$ cat src/rtl/adc_scan_pkg.sv
`default_nettype none
// ============================================================================
// Module      : adc_scan_pkg
// Description : Shared types, widths and the lowest-set-bit search used by
//               the ADC scan sequencer and its priority finder.
// Revision    : 1.0 - initial release
// ============================================================================
package adc_scan_pkg;

   // Widest mask the search function handles; narrower masks are zero-padded
   localparam int MAX_CH = 16;
   // Search result width: holds 0..MAX_CH, where MAX_CH means "nothing found"
   localparam int SEL_W  = 5;
   // ADC command/response channel field width
   localparam int CH_W   = 5;
   // ADC conversion result width
   localparam int DATA_W = 12;

   typedef enum logic [2:0] {
      ST_IDLE = 3'd0,
      ST_PICK = 3'd1,
      ST_CMD  = 3'd2,
      ST_WAIT = 3'd3,
      ST_EMIT = 3'd4
   } scan_state_t;

   // Index of the lowest set bit at or above start; MAX_CH when none remain
   function automatic logic [SEL_W-1:0] lowest_set_from(
      input logic [MAX_CH-1:0] mask,
      input logic [SEL_W-1:0]  start
   );
      logic [SEL_W-1:0] sel;
      sel = SEL_W'(MAX_CH);
      for (int i = MAX_CH - 1; i >= 0; i--) begin
         if (mask[i] && (i >= int'(start))) begin
            sel = SEL_W'(i);
         end
      end
      return sel;
   endfunction

endpackage
`default_nettype wire

$ cat src/rtl/adc_scan_pick.sv
`default_nettype none
// ============================================================================
// Module      : adc_scan_pick
// Description : Combinational priority finder: lowest set mask bit whose
//               index is at or above a start index. A start index at or past
//               the mask width always reports "not found".
// Revision    : 1.0 - initial release
// ============================================================================
module adc_scan_pick
   import adc_scan_pkg::*;
#(
   parameter  int N     = 8,
   localparam int IDX_W = (N > 1) ? $clog2(N) : 1
)(
   input  logic [N-1:0]     mask,
   input  logic [IDX_W:0]   start,
   output logic             found,
   output logic [IDX_W-1:0] index
);

   logic [MAX_CH-1:0] mask_ext;
   logic [SEL_W-1:0]  start_ext;
   logic [SEL_W-1:0]  sel;

   // Widen to the package search width and decode the search result
   always_comb begin
      mask_ext            = '0;
      mask_ext[N-1:0]     = mask;
      start_ext           = '0;
      start_ext[IDX_W:0]  = start;
      sel                 = lowest_set_from(mask_ext, start_ext);
      found               = (sel != SEL_W'(MAX_CH));
      index               = sel[IDX_W-1:0];
   end

endmodule
`default_nettype wire

$ cat src/rtl/adc_scan_ctrl.sv
`default_nettype none
// ============================================================================
// Module      : adc_scan_ctrl
// Description : Autonomous scan sequencer for the modular ADC command /
//               response interface. Walks a latched channel mask in ascending
//               order, issues single-sample commands, averages 2^AVG_LOG2
//               matching responses per channel and emits one result per
//               channel per scan. Unanswered samples are abandoned after
//               TIMEOUT cycles and flagged in a sticky error bit.
// Revision    : 1.0 - initial release
// ============================================================================
module adc_scan_ctrl
   import adc_scan_pkg::*;
#(
   parameter  int NUM_CH    = 8,
   parameter  int CH_OFFSET = 1,
   parameter  int AVG_LOG2  = 2,
   parameter  int TIMEOUT   = 255,
   localparam int IDX_W     = (NUM_CH > 1) ? $clog2(NUM_CH) : 1
)(
   input  logic              clk_clk,
   input  logic              reset_reset,
   input  logic              enable,
   input  logic [NUM_CH-1:0] ch_mask,
   input  logic              err_clear,
   output logic              cmd_valid,
   output logic [CH_W-1:0]   cmd_channel,
   output logic              cmd_sop,
   output logic              cmd_eop,
   input  logic              cmd_ready,
   input  logic              rsp_valid,
   input  logic [CH_W-1:0]   rsp_channel,
   input  logic [DATA_W-1:0] rsp_data,
   output logic              result_valid,
   output logic [IDX_W-1:0]  result_index,
   output logic [DATA_W-1:0] result_data,
   output logic              scan_done,
   output logic              busy,
   output logic              err_timeout
);

   localparam int ACC_W  = DATA_W + AVG_LOG2;
   localparam int CNT_W  = AVG_LOG2 + 1;
   localparam int TM_W   = $clog2(TIMEOUT + 1);
   // One extra bit lets idx step past the last channel without wrapping
   localparam int SIDX_W = IDX_W + 1;

   scan_state_t       state;
   logic [NUM_CH-1:0] mask_l;
   logic [SIDX_W-1:0] idx;
   logic [ACC_W-1:0]  acc;
   logic [CNT_W-1:0]  cnt;
   logic [TM_W-1:0]   timer;

   logic              pick_found;
   logic [IDX_W-1:0]  pick_index;
   logic [ACC_W-1:0]  acc_sum;
   logic [CNT_W-1:0]  cnt_inc;
   logic              rsp_match;

   // Single-beat packets: start and end of packet track valid directly
   assign cmd_sop = cmd_valid;
   assign cmd_eop = cmd_valid;

   adc_scan_pick #(
      .N      (NUM_CH)
   ) u_pick (
      .mask   (mask_l),
      .start  (idx),
      .found  (pick_found),
      .index  (pick_index)
   );

   // Next accumulator/count values and response match against the issued channel
   always_comb begin
      acc_sum   = acc + ACC_W'(rsp_data);
      cnt_inc   = cnt + CNT_W'(1);
      rsp_match = rsp_valid && (rsp_channel == cmd_channel);
   end

   // Scan sequencer with registered command, result and status outputs
   always_ff @(posedge clk_clk) begin
      if (reset_reset) begin
         state        <= ST_IDLE;
         mask_l       <= '0;
         idx          <= '0;
         acc          <= '0;
         cnt          <= '0;
         timer        <= '0;
         cmd_valid    <= 1'b0;
         cmd_channel  <= '0;
         result_valid <= 1'b0;
         result_index <= '0;
         result_data  <= '0;
         scan_done    <= 1'b0;
         busy         <= 1'b0;
         err_timeout  <= 1'b0;
      end else begin
         result_valid <= 1'b0;
         scan_done    <= 1'b0;
         // A timeout later in this block overrides the clear
         if (err_clear) begin
            err_timeout <= 1'b0;
         end

         case (state)
            ST_IDLE: begin
               if (enable && (ch_mask != '0)) begin
                  mask_l <= ch_mask;
                  idx    <= '0;
                  busy   <= 1'b1;
                  state  <= ST_PICK;
               end
            end

            ST_PICK: begin
               if (!enable) begin
                  // Abandoned scan: finish quietly without scan_done
                  busy  <= 1'b0;
                  state <= ST_IDLE;
               end else if (pick_found) begin
                  idx         <= SIDX_W'(pick_index);
                  acc         <= '0;
                  cnt         <= '0;
                  cmd_valid   <= 1'b1;
                  cmd_channel <= CH_W'(pick_index) + CH_W'(CH_OFFSET);
                  state       <= ST_CMD;
               end else begin
                  scan_done <= 1'b1;
                  busy      <= 1'b0;
                  state     <= ST_IDLE;
               end
            end

            ST_CMD: begin
               // Command fields stay frozen until the ADC accepts them
               if (cmd_ready) begin
                  cmd_valid <= 1'b0;
                  timer     <= '0;
                  state     <= ST_WAIT;
               end
            end

            ST_WAIT: begin
               timer <= timer + TM_W'(1);
               if (rsp_match) begin
                  acc <= acc_sum;
                  cnt <= cnt_inc;
                  if (cnt_inc == CNT_W'(2 ** AVG_LOG2)) begin
                     result_valid <= 1'b1;
                     result_index <= idx[IDX_W-1:0];
                     result_data  <= acc_sum[ACC_W-1:AVG_LOG2];
                     state        <= ST_EMIT;
                  end else begin
                     cmd_valid <= 1'b1;
                     state     <= ST_CMD;
                  end
               end else if (timer == TM_W'(TIMEOUT)) begin
                  // Give up on this channel entirely; no partial result
                  err_timeout <= 1'b1;
                  acc         <= '0;
                  cnt         <= '0;
                  idx         <= idx + SIDX_W'(1);
                  state       <= ST_PICK;
               end
            end

            ST_EMIT: begin
               idx   <= idx + SIDX_W'(1);
               state <= ST_PICK;
            end

            default: begin
               state <= ST_IDLE;
            end
         endcase
      end
   end

endmodule
`default_nettype wire

$ cat config.mk
export PLATFORM = sky130hd
export DESIGN_NAME = adc_scan_ctrl
export DESIGN_NICKNAME = d
export VERILOG_FILES = /design/src/rtl/adc_scan_pkg.sv /design/src/rtl/adc_scan_pick.sv /design/src/rtl/adc_scan_ctrl.sv
export SDC_FILE = /design/constraint.sdc
export NUM_CORES = 1
export LEC_CHECK = 0
export CAP_MARGIN = 20
export CORE_MARGIN = 5
export CORE_UTILIZATION = 49
export CTS_CLUSTER_DIAMETER = 100
export DETAILED_ROUTE_END_ITERATION = 12
export PLACE_DENSITY_LB_ADDON = 0.08
export SLEW_MARGIN = 20
export SYNTH_ARGS = -nofsm -noshare
export SYNTH_HDL_FRONTEND = slang
export SYNTH_SLANG_ARGS = --single-unit
$ cat constraint.sdc
create_clock -name clk_clk -period 2.6 [get_ports clk_clk]
set_input_delay 0.52 -clock clk_clk [delete_from_list [all_inputs] [get_ports clk_clk]]
set_output_delay 0.52 -clock clk_clk [all_outputs]
set_load 0.01 [all_outputs]
# Word level (Yosys, flattened, before mapping)

Cells that the tools add are included.

Register bits after elaboration: 65
Input bits: 31
Output and inout bits: 27
Logic and storage cells: 127

Reduce and logical (&&, ||, !) cells: 28
Order comparisons: 8
Add/sub/neg operators: 5
Bitwise logic cells: 4
Eq/ne operators: 18
Mux-type cells: 50

Operators with widths:

| operator                                                               | count |
|---|---|
| 14-bit two-way mux                                                     | 4 |
| 5-bit two-way mux                                                      | 8 |
| 14-bit one-hot mux with 2 select lines                                 | 1 |
| 3-bit two-way mux                                                      | 9 |
| 4-bit two-way mux                                                      | 5 |
| 3-bit by 4-bit >= comparator with 1-bit output (first input constant)  | 4 |
| 2-bit inequality test (second input constant)                          | 8 |
| 4-bit one-hot mux with 4 select lines                                  | 1 |
| 8-bit one-hot mux with 2 select lines                                  | 1 |
| 3-bit one-hot mux with 5 select lines                                  | 1 |
| 14-bit by 12-bit adder with 14-bit output                              | 1 |
| 1-bit two-way mux                                                      | 14 |
| 3-bit AND reduction                                                    | 4 |
| 6-bit AND reduction                                                    | 2 |
| 1-bit logical AND                                                      | 10 |
| 8-bit by 1-bit adder with 8-bit output (second input constant)         | 1 |
| 8-bit equality test (second input constant)                            | 1 |
| 1-bit by 4-bit >= comparator with 1-bit output (first input constant)  | 2 |
| 2-bit by 4-bit >= comparator with 1-bit output (first input constant)  | 2 |
| 8-bit two-way mux                                                      | 1 |
| 8-bit nonzero test                                                     | 1 |
| 3-bit by 2-bit equality test with 1-bit output (second input constant) | 2 |
| 3-bit equality test (second input constant)                            | 2 |
| 3-bit inequality test (second input constant)                          | 2 |
| 18 further kinds                                                       | 26 |

# Logic depth before layout (Yosys ltp)

Gate-level depths: netlist of run 1.

Depth after elaboration: 14
Gate-level depth with buffers: 12
Mapped depth without buffers: 11

# Hierarchy

A second synthesis of run 1 with hierarchy kept.

Cells, all modules: 443
Area, all modules: 3557.2 um2

By module, submodules not included:

| module        | seq. area each (um2) | times used | cells each | area an instance (um2) |
|---|---|---|---|---|
| adc_scan_ctrl | 1281.2               | 1          | 405        | 3320.7 |
| adc_scan_pick | 0.0                  | 1          | 38         | 236.5 |

# Least setup slack after synthesis of run 1

No wires, ideal clock.

Path kind: reg-to-reg
Start point: reg idx[0]
End point: reg idx[0]
Arrival time: 2524 ps
Period minus slack after synthesis: 2640 ps
Cell stages (with the launch flop): 12
Data required time: 2484 ps
Setup time: 116 ps
Slack: -40 ps
Path buffers: 0
Path through: dfxtp_1 > inv_1 > ha_1 > nand3b_1 > a21boi_1 > o21ai_0 > a211oi_1 > inv_1 > ha_1 > a311o_1 > a221o_1 > o211a_1

Longest elaborated chain between the ends: 13
Elaborated cells between the ends (all ways): 33
Those cells by class: 1 x add/sub; 8 x order compare; 2 x eq/ne; 13 x mux; 9 x reduce/logical

RTL lines:

| what                                                                                   | RTL line                                  | text |
|---|---|---|
| start, declared                                                                        | adc_scan_ctrl.sv:50                       | `logic [SIDX_W-1:0] idx;` |
| start signal, assigned                                                                 | adc_scan_ctrl.sv:122                      | `idx <= SIDX_W'(pick_index);` |
| start signal, assigned                                                                 | adc_scan_ctrl.sv:163                      | `idx <= idx + SIDX_W'(1);` |
| start signal, assigned                                                                 | adc_scan_ctrl.sv:169                      | `idx <= idx + SIDX_W'(1);` |
| 3-bit by 4-bit >= comparator with 1-bit output                                         | adc_scan_pkg.sv:35                        | `if (mask[i] && (i >= int'(start))) begin` |
| 1-bit logical AND                                                                      | adc_scan_pkg.sv:35                        |  |
| 5-bit two-way mux (8 in a row)                                                         | adc_scan_pkg.sv:35                        |  |
| 5-bit inequality test or 4-bit two-way mux (tied branches)                             | adc_scan_pick.sv:32, adc_scan_ctrl.sv:121 |  |
| 2-bit inequality test (no line) or 4-bit two-way mux (tied branches)                   | -                                         |  |
| 6-bit AND reduction (no line) or 4-bit one-hot mux with 4 select lines (tied branches) | -                                         |  |

Parallel ways exist; a longest one is shown, timed or not. The select of a mux whose other input is x is not followed.
A chain may end at the register's enable or synchronous reset.

# Final worst setup path of run 1

Ends and elaborated chain as after synthesis.

==> results of run 1 <==
-- through the flow --
stage                     std cells   util  hold slack [ns]  setup TNS (ns)  power [W]
after floorplan                 425      -            0.431               0    0.00150
after global placement          602  0.627            0.441          -0.768    0.00173
after detailed placement        602  0.627            0.447           -1.26    0.00174
after CTS                       618  0.649            0.458               0    0.00248
after global routing            618  0.653            0.480          -0.115    0.00262
final                           618  0.653            0.456               0    0.00248
-- layer usage --
metal	track usage	vias to the layer above	part of all wire
li1	-	1724	-
met5	0	-	0
met3	0.0360	11	0.038
met1	0.262	1601	0.47
met4	0.0687	0	0.011
met2	0.354	68	0.48
-- registers in the layout, indices dropped and copies added (netlist names) --
register and flops:
acc 14, busy 1, result_index 3, cmd_channel 4, mask_l 8, idx 4
timer 8, cnt 3, cmd_eop 1, err_timeout 1, state 3, scan_done 1
result_valid 1, result_data 12
-- cell usage in the layout (no fill, tap or decap), types with 3 or more instances in the layout --
master | synthesis | routed
a211oi_1 | 8 | 7
a21boi_0 | 4 | 4
a21o_1 | 6 | 6
a21oi_1 | 33 | 33
a22o_1 | 10 | 10
a22oi_1 | 4 | 4
and2_1 | 5 | 5
and3_1 | 3 | 3
buf_4 | 5 | 39
clkbuf_8 | 0 | 9
clkdlybuf4s50_1 | 0 | 56
clkinv_2 | 0 | 4
dfxtp_1 | 64 | 62
ha_1 | 21 | 19
inv_1 | 11 | 11
mux2i_1 | 12 | 12
nand2_1 | 42 | 42
nand2b_1 | 6 | 6
nand3_1 | 12 | 12
nand3b_1 | 4 | 4
nand4_1 | 6 | 6
nor2_1 | 41 | 41
nor2b_1 | 4 | 4
nor3_1 | 14 | 14
nor4_1 | 3 | 3
o211ai_1 | 3 | 3
o21a_1 | 3 | 3
o21ai_0 | 21 | 20
xnor2_1 | 11 | 11
xor2_1 | 4 | 4
-- area by class of cell --
| type | instances | share of cell area |
|---|---|---|
| multi-input cells | 331 | 0.468 |
| flip-flops and latches | 64 | 0.272 |
| repair buffers | 97 | 0.190 |
| clock buffers | 10 | 0.0271 |
| well taps | 99 | 0.0263 |
| inverters | 11 | 0.00876 |
| clock inverters | 6 | 0.00770 |
-- path summary, 6_finish.rpt --
path	from	endpoint	depth (start not counted)
max	idx[0]	idx[0]	11
min	result_data[2]	result_data[2]	2
max reg2reg	idx[0]	idx[0]	11
min reg2reg	result_data[2]	result_data[2]	2
-- report_power, final --
group	switching (W)	internal, W	leakage [nW]	total (W)
Clock	0.000397	0.000341	0.0858	0.000737
Combinational	0.000350	0.000337	1.26	0.000688
Sequential	0.0000370	0.00102	0.519	0.00106
Total	0.000784	0.00170	1.86	0.00248
-- kinds of logic after synthesis --
kind of cell | after synthesis | share of synthesized area
AO/OA/AOI/OAI | 124 | 0.236
buffers and inverters | 30 | 0.0403
multiplexers | 13 | 0.0365
flip-flops | 64 | 0.356
AND/OR/NAND/NOR | 156 | 0.216
adder cells (fa/ha/maj) | 22 | 0.0785
XOR/XNOR | 15 | 0.0365
other | 1 | 0.00104
-- worst max-delay path: cells and delay by family (launching register included) --
family / cells / cell delay (ns)
buffers and inverters: 2 / 0.17
AOI/OAI and AO/OA: 6 / 1.38
adders and majority gates: 2 / 0.38
and+or+nand+nor: 1 / 0.16
DFF: 1 / 0.34
-- repair_timing --
item	in CTS	in global routing
setup endpoints to repair	2	21
gates resized for setup	1	7
pin swaps	0	4
==> summary.txt, run 1 <==
GRT
  – GRT overflow: 0
  – Vias in the first global route: 3244
  – First-pass GRT wire length: 14900 µm
  – Gr usage total: 0.207
  – Largest net degree at the start of global routing: 30
  – Initial antenna violation count: 0

Min path
  – Hold WC Path Type: reg -> reg

Clock network
  – Worst-path clk slew: 0.07 ns
  – CTS tree: built
  – TritonCTS buffer count: 9
  – Root Buffer Master: clkbuf_8
  – Clock latency at the later pin of the worst-skew pair: 0.34 ns
  – H-Tree Depth: 3
  – Clock buffer depth: 2
  – Setup Buffers After CTS: 0
  – CTS sink cnt: 64
  – Cts hold-fix bufs: 0

Place
  – PortBufs: 56
  – Final Wtd Congestion: 0.897
  – Setup slack at placement: -0.212 ns
  – Placed inst area: 4520 µm²
  – Post-DP HPWL: 6850 µm

Final layout
  – Nets: 567
  – Flip-flop and latch area: 1280 µm²
  – Area Overhead vs Synth: 30.8%
  – Multi-input logic area: 2210 µm²
  – Final instance area: 4710 µm²
  – Fill count: 646
  – Layout cells sized above 1: 0.148
  – Ant. Diodes: 0

Logic synthesis
  – Synthesized area: 3600 µm²
  – Post-synth top cells: 64 x dfxtp_1, 42 x nand2_1, 41 x nor2_1, 33 x a21oi_1
  – Synthesized flop and latch total: 64
  – Most common flop cell mapped by yosys: dfxtp_1
  – Synth Area per Inst: 8.48 µm²
  – Largest area contributor in the netlist: dfxtp_1
  – Post-synth ARST share: 0
  – Syn_nets: 478
  – Synth top area share: 0.356
  – Largest cells by area after synthesis: dfxtp_1 36%, ha_1 7.3%, a21oi_1 4.6%, nand2_1 4.4%, nor2_1 4.3%
  – Yosys cell types: 70
  – Yosys warning count: 0
  – Synth Instances: 425
  – Most common cell in the netlist: dfxtp_1
  – EDFF count, synth: 0
  – Seq/Total Area, Yosys: 0.356

Setup path
  – Startpoint Class: flop
  – Worst path arrival time: 2.77 ns
  – CP Capture Type: flop
  – Largest driver fanout on the critical path: 5
  – CP peak stage delay: 0.40 ns
  – Crit-path cells: inv_1 > ha_2 > nand3b_1 > a21boi_1 > o21ai_1 > a211oi_2 > inv_1 > ha_4 > a311o_1 > a221o_1 > o211a_1
  – Required time of the critical path: 2.84 ns
  – Slowest cell on the critical path: a311o_1
  – Cell mode on critical path: inv_1
  – Reg2reg setup slack: 0.07 ns
  – Setup CP Type: reg -> reg

Floorplanning
  – Die X: 95.7 µm
  – Area of the die: 9170 µm²
  – CORE AREA: 7210 µm²
  – Initial Util: 0.499
  – Ports: 58
  – Row Count: 31
  – Die height: 95.7 µm

Routing
  – Via count: 3404
  – Iteration-0 DRC count of the detailed router: 149
  – DRT antenna net count: 0
  – Total wire length: 9020 µm
  – Drt pass-1 iters: 5
  – Avg WL per Cell: 14.6 µm
  – # DRC: 0
  – Vias per inst: 5.51

Timing
  – Max-slew violation total from the final report: 0
  – Final worst path period share: 0.973
  – Worst Skew: 0.00850 ns
  – Final worst setup slack: 0.0695 ns
  – Fin. Hold Viols: 0
  – Final Setup Violations: 0
  – Fmax: 395 MHz
  – Fin crit period: 2.53 ns

Run status
  – Status: finished clean

Power
  – Static Leakage: 1.86 nW
  – Worst VDD drop: 270 µV
  – Pwr Density: 527 nW/µm²

Job
  – Max-cap violations: 0
Note: power is estimated with default switching activity, not from simulation.
==> inputs of run 2 (changes only) <==
- PLACE_DENSITY: unset -> 0.76
- PLACE_DENSITY_LB_ADDON: 0.08 -> unset
==> summary.txt, run 2 (synthesized netlist as in run 1, its figures left out) <==
Setup path
  – Required time of the critical path: 2.84 ns
  – Startpoint Class: flop
  – Reg2reg setup slack: 0.07 ns
  – CP Capture Type: flop
  – Largest driver fanout on the critical path: 6
  – CP peak stage delay: 0.40 ns
  – R2r endpoint: idx[0]
  – Slowest cell on the critical path: a311o_1
  – Worst path arrival time: 2.77 ns
  – Worst r2r path cells: 10
  – Crit-path cells: inv_1 > ha_1 > nand2_1 > a31oi_2 > o31a_1 > or2_4 > ha_4 > a311o_1 > a221o_1 > o211a_1
  – RR Startpoint: idx[1]
  – Setup CP Type: reg -> reg

Clock network
  – Clock latency at the later pin of the worst-skew pair: 0.35 ns
  – CTS sink cnt: 64
  – H-Tree Depth: 3
  – Clock buffer depth: 2
  – TritonCTS buffer count: 9
  – Cts hold-fix bufs: 0
  – Root Buffer Master: clkbuf_8
  – Worst-path clk slew: 0.07 ns
  – CTS tree: built

Min path
  – Hold EP: result_data[2]
  – Hold depth: 2
  – Hold WC Path Type: reg -> reg
  – Hold_sp: result_data[2]

GRT
  – Vias in the first global route: 3413
  – Gr usage total: 0.214
  – First-pass GRT wire length: 15500 µm
  – Largest net degree at the start of global routing: 28
  – GRT overflow: 0
  – Initial antenna violation count: 0

Final layout
  – Area Overhead vs Synth: 31.7%
  – Regs by FF count: acc: 14 flops, result_data: 12 flops
  – Nets: 562
  – Fill count: 616
  – Top reg by flops: acc
  – Most common cell after layout, fill and taps aside: dfxtp_1
  – Final non-filler cell total: 613
  – Flip-flop and latch area: 1280 µm²
  – Number of flip-flops in the largest register: 14
  – Ant. Diodes: 0
  – Multi-input logic area: 2230 µm²
  – Layout cells sized above 1: 0.146
  – Most frequent cells in the layout: 62 x dfxtp_1, 56 x clkdlybuf4s50_1, 42 x nand2_1, 41 x nor2_1

Timing
  – Final worst path period share: 0.972
  – Worst Skew: 0.00857 ns
  – Max-slew violation total from the final report: 0
  – Final Setup Violations: 0
  – Fin. Hold Viols: 0
  – TNS Setup: 0 ns
  – Fmax: 396 MHz
  – Fin crit period: 2.53 ns
  – Slew HR: 0.653
  – Worst Max-Slew Pin Slew: 0.521 ns

Routing
  – Iteration-0 DRC count of the detailed router: 205
  – # DRC: 0
  – Vias per inst: 5.72
  – Avg WL per Cell: 15.3 µm
  – Drt pass-1 iters: 7
  – DRT antenna net count: 0
  – Via count: 3506
  – Total wire length: 9400 µm

Job
  – Max-cap violations: 0

Floorplanning
  – CORE AREA: 7210 µm²
  – Area of the die: 9170 µm²
  – Die height: 95.7 µm
  – Die X: 95.7 µm
  – Row Count: 31
  – Ports: 58
  – Initial Util: 0.499

Power
  – Pwr Density: 556 nW/µm²
  – Static Leakage: 1.86 nW
  – Worst VDD drop: 284 µV

Place
  – Final Wtd Congestion: 0.896
  – Placed Cells incl. Taps: 596
  – PortBufs: 56
  – Post-DP HPWL: 6730 µm

Run status
  – Status: finished clean
## run 2: cell types whose count changed in the layout (fill, tap and decap cells not counted), sizes merged
cell | previous run | this run
buf | 41 | 36
clkinvlp | 1 | 0
clkbuf | 10 | 13
clkinv | 5 | 2
bufinv | 0 | 1
## run 2: worst max-delay path by stage
stage	start	end	slack, ns	cells past startpoint
after floorplan	idx[0]	idx[0]	0.07	11
after global placement	rsp_data[1]	result_data[11]	-0.15	9
after detailed placement	rsp_data[1]	result_data[11]	-0.20	9
after CTS	idx[0]	idx[0]	0.04	9
after global routing	idx[1]	idx[0]	-0.02	10
final	idx[1]	idx[0]	0.07	10
## run 2: timing repair
| action | in CTS | in global routing |
|---|---|---|
| pin swaps | 0 | 5 |
| gates resized for setup | 3 | 11 |
| buffers inserted | 0 | 1 |
| endpoints found under the setup margin | 2 | 9 |
## run 2: through the flow
stage          setup slack (ns)  utilization  total power (W)  instance area (µm²)  hold WS [ns]
6_report                 0.0725        0.658          0.00264                 4740         0.455
5_1_grt                 -0.0159        0.658          0.00276                 4740         0.485
3_3_place_gp             -0.153        0.622          0.00171                 4490         0.440
4_1_cts                  0.0353        0.651          0.00260                 4690         0.459
3_5_place_dp             -0.201        0.622          0.00172                 4490         0.451
2_1_floorplan            0.0701            -          0.00150                 3610         0.431
## run 2: report_power, final
group          total (W)  switching, W  internal [W]
clock           0.000882      0.000389      0.000493
combinational   0.000696      0.000359      0.000337
sequential       0.00106     0.0000388       0.00102
## run 2: routing by layer
layer / track usage / vias up / routed length (µm)
met5: 0 / - / 0
met2: 0.372 / 97 / 4720
met3: 0.0297 / 18 / 390
met4: 0.0877 / 0 / 214
li1: - / 1714 / -
met1: 0.265 / 1677 / 4080
## run 2: cell type report
cell class	count	area share
clock buffers	13	0.0335
clock inverters	3	0.00844
inverters	11	0.00870
multi-input cells	331	0.470
flip-flops and latches	64	0.271
well taps	99	0.0261
repair buffers	92	0.183
## run 2: critical path: cells and delay by family (launching register included)
family          cells  cell delay [ns]
compound gates      5             1.20
flops               1             0.39
fa+ha+maj           2             0.39
simple gates        2             0.34
buf+inv             1             0.08
==> inputs of run 3 (changes only) <==
- GPL_TIMING_DRIVEN: unset -> 0
==> summary.txt, run 3 (synthesized netlist as in run 1, its figures left out) <==
Run status
  – Status: finished, violations left
  – Violated checks: negative setup slack

Final layout
  – Fill count: 638
  – Multi-input logic area: 2250 µm²
  – Nets: 552
  – Ant. Diodes: 0
  – Number of flip-flops in the largest register: 14
  – Most frequent cells in the layout: 62 x dfxtp_1, 55 x clkdlybuf4s50_1, 41 x nand2_1, 41 x nor2_1, 31 x a21oi_1
  – Flip-flop and latch area: 1290 µm²
  – Layout cells sized above 1: 0.123
  – Regs by FF count: acc: 14 flops, result_data: 12 flops
  – Final non-filler cell total: 602
  – Final instance area: 4610 µm²
  – Area Overhead vs Synth: 28.1%
  – Top reg by flops: acc
  – Most common cell after layout, fill and taps aside: dfxtp_1

Timing
  – Fin. Hold Viols: 0
  – Final Setup Violations: 1
  – Worst Skew: 0.00805 ns
  – Max-slew violation total from the final report: 0
  – Slew HR: 0.447
  – Worst Max-Slew Pin Slew: 0.822 ns
  – Final worst setup slack: -0.0380 ns
  – Final worst path period share: 1.01
  – Fin crit period: 2.64 ns
  – RSZ-0062 raised after global routing: true
  – Fmax: 379 MHz

Setup path
  – Largest driver fanout on the critical path: 7
  – CP Capture Type: flop
  – Startpoint Class: flop
  – Worst path arrival time: 2.87 ns
  – Setup CP Type: reg -> reg
  – Required time of the critical path: 2.84 ns

Power
  – Worst VDD drop: 304 µV
  – Switching Fraction: 0.304
  – Comb power frac: 0.264
  – Pwr Density: 562 nW/µm²
  – Static Leakage: 1.76 nW
  – Switching Power: 0.000788 W
  – Register share of total power: 0.410
  – Clock power share: 0.326
  – Cell internal pwr: 0.00180 W

Clock network
  – Cts hold-fix bufs: 0
  – CTS tree: built
  – CTS sink cnt: 64
  – Clock latency at the later pin of the worst-skew pair: 0.34 ns
  – Clock buffer depth: 2
  – TritonCTS buffer count: 9
  – H-Tree Depth: 3
  – Root Buffer Master: clkbuf_8
  – Worst-path clk slew: 0.07 ns

Floorplanning
  – CORE AREA: 7210 µm²
  – Die X: 95.7 µm
  – Initial Util: 0.499
  – Row Count: 31
  – Ports: 58
  – Die height: 95.7 µm
  – Area of the die: 9170 µm²

Place
  – Post-DP HPWL: 6750 µm
  – Placed inst area: 4280 µm²
  – Placed Cells incl. Taps: 579
  – Final Wtd Congestion: 0.857
  – PortBufs: 55

GRT
  – First-pass GRT wire length: 15100 µm
  – GRT overflow: 0
  – Initial antenna violation count: 0
  – Gr usage total: 0.208
  – Vias in the first global route: 3228
  – Largest net degree at the start of global routing: 11

Min path
  – Hold WC Path Type: reg -> reg

Routing
  – Vias per inst: 5.69
  – Via count: 3427
  – DRT antenna net count: 0
  – Avg WL per Cell: 15.6 µm
  – Drt pass-1 iters: 4
  – Total wire length: 9400 µm
  – # DRC: 0
  – Iteration-0 DRC count of the detailed router: 198

Job
  – Max-cap violations: 0
run 3: worst paths after layout:
| kind | start | to | slack [ns] | cells past startpoint |
|---|---|---|---|---|
| max | idx[0] | idx[0] | -0.04 | 8 |
| min | result_data[3] | result_data[3] | 0.46 | 2 |
| max reg2reg | idx[0] | idx[0] | -0.04 | 8 |
| min reg2reg | result_data[3] | result_data[3] | 0.46 | 2 |
run 3: cell type report:
cell class	count	share of cell area
Sequential cell	64	0.279
Tap cell	99	0.0268
Clock buffer	12	0.0315
Inverter	11	0.00949
Multi-Input combinational cell	331	0.488
Timing Repair Buffer	63	0.132
Clock inverter	3	0.00922
Buffer	19	0.0239
run 3: metal layers:
layer  vias to the layer above  share of wire  GRT usage  wire length, µm
li1                       1694              -          -                -
met5                         -              0          0                0
met1                      1617           0.45      0.263             4190
met4                         0          0.025     0.0735              233
met3                        22          0.042     0.0352              398
met2                        94           0.49      0.357             4580
run 3: metrics by stage:
stage                     total power, W  TNS [ns]  hold slack [ns]  utilization  setup WS (ns)
final                            0.00259   -0.0380            0.457        0.640        -0.0380
after global routing             0.00272    -0.228            0.492        0.640         -0.129
after CTS                        0.00254         0            0.459        0.624        0.00454
after detailed placement         0.00169     -8.68            0.449        0.593         -0.433
after global placement           0.00168     -6.47            0.439        0.593         -0.394
after floorplan                  0.00150         0            0.431            -         0.0701
run 3: repair_timing:
action / in CTS / in global routing
pin swaps: 1 / 9
gates cloned: 0 / 1
buffers inserted: 1 / 6
gates resized for setup: 7 / 19
setup endpoints to repair: 30 / 22
run 3: power by group through the flow:
stage | logic [W] | registers (W) | clock network, W
6_report | 0.000684 | 0.00106 | 0.000845
5_1_grt | 0.000747 | 0.00107 | 0.000910
4_1_cts | 0.000624 | 0.00106 | 0.000854
3_5_place_dp | 0.000609 | 0.00108 | 0
3_3_place_gp | 0.000599 | 0.00108 | 0
2_1_floorplan | 0.000420 | 0.00108 | 0
run 3: critical path: stages, from the launching register on:
cell and delay (ns):
dfxtp_4 0.38, ha_1 0.25, and4bb_1 0.22, o31a_1 0.31, or2_2 0.32, ha_4 0.20
a311o_1 0.40, a221o_1 0.34, o211a_1 0.12
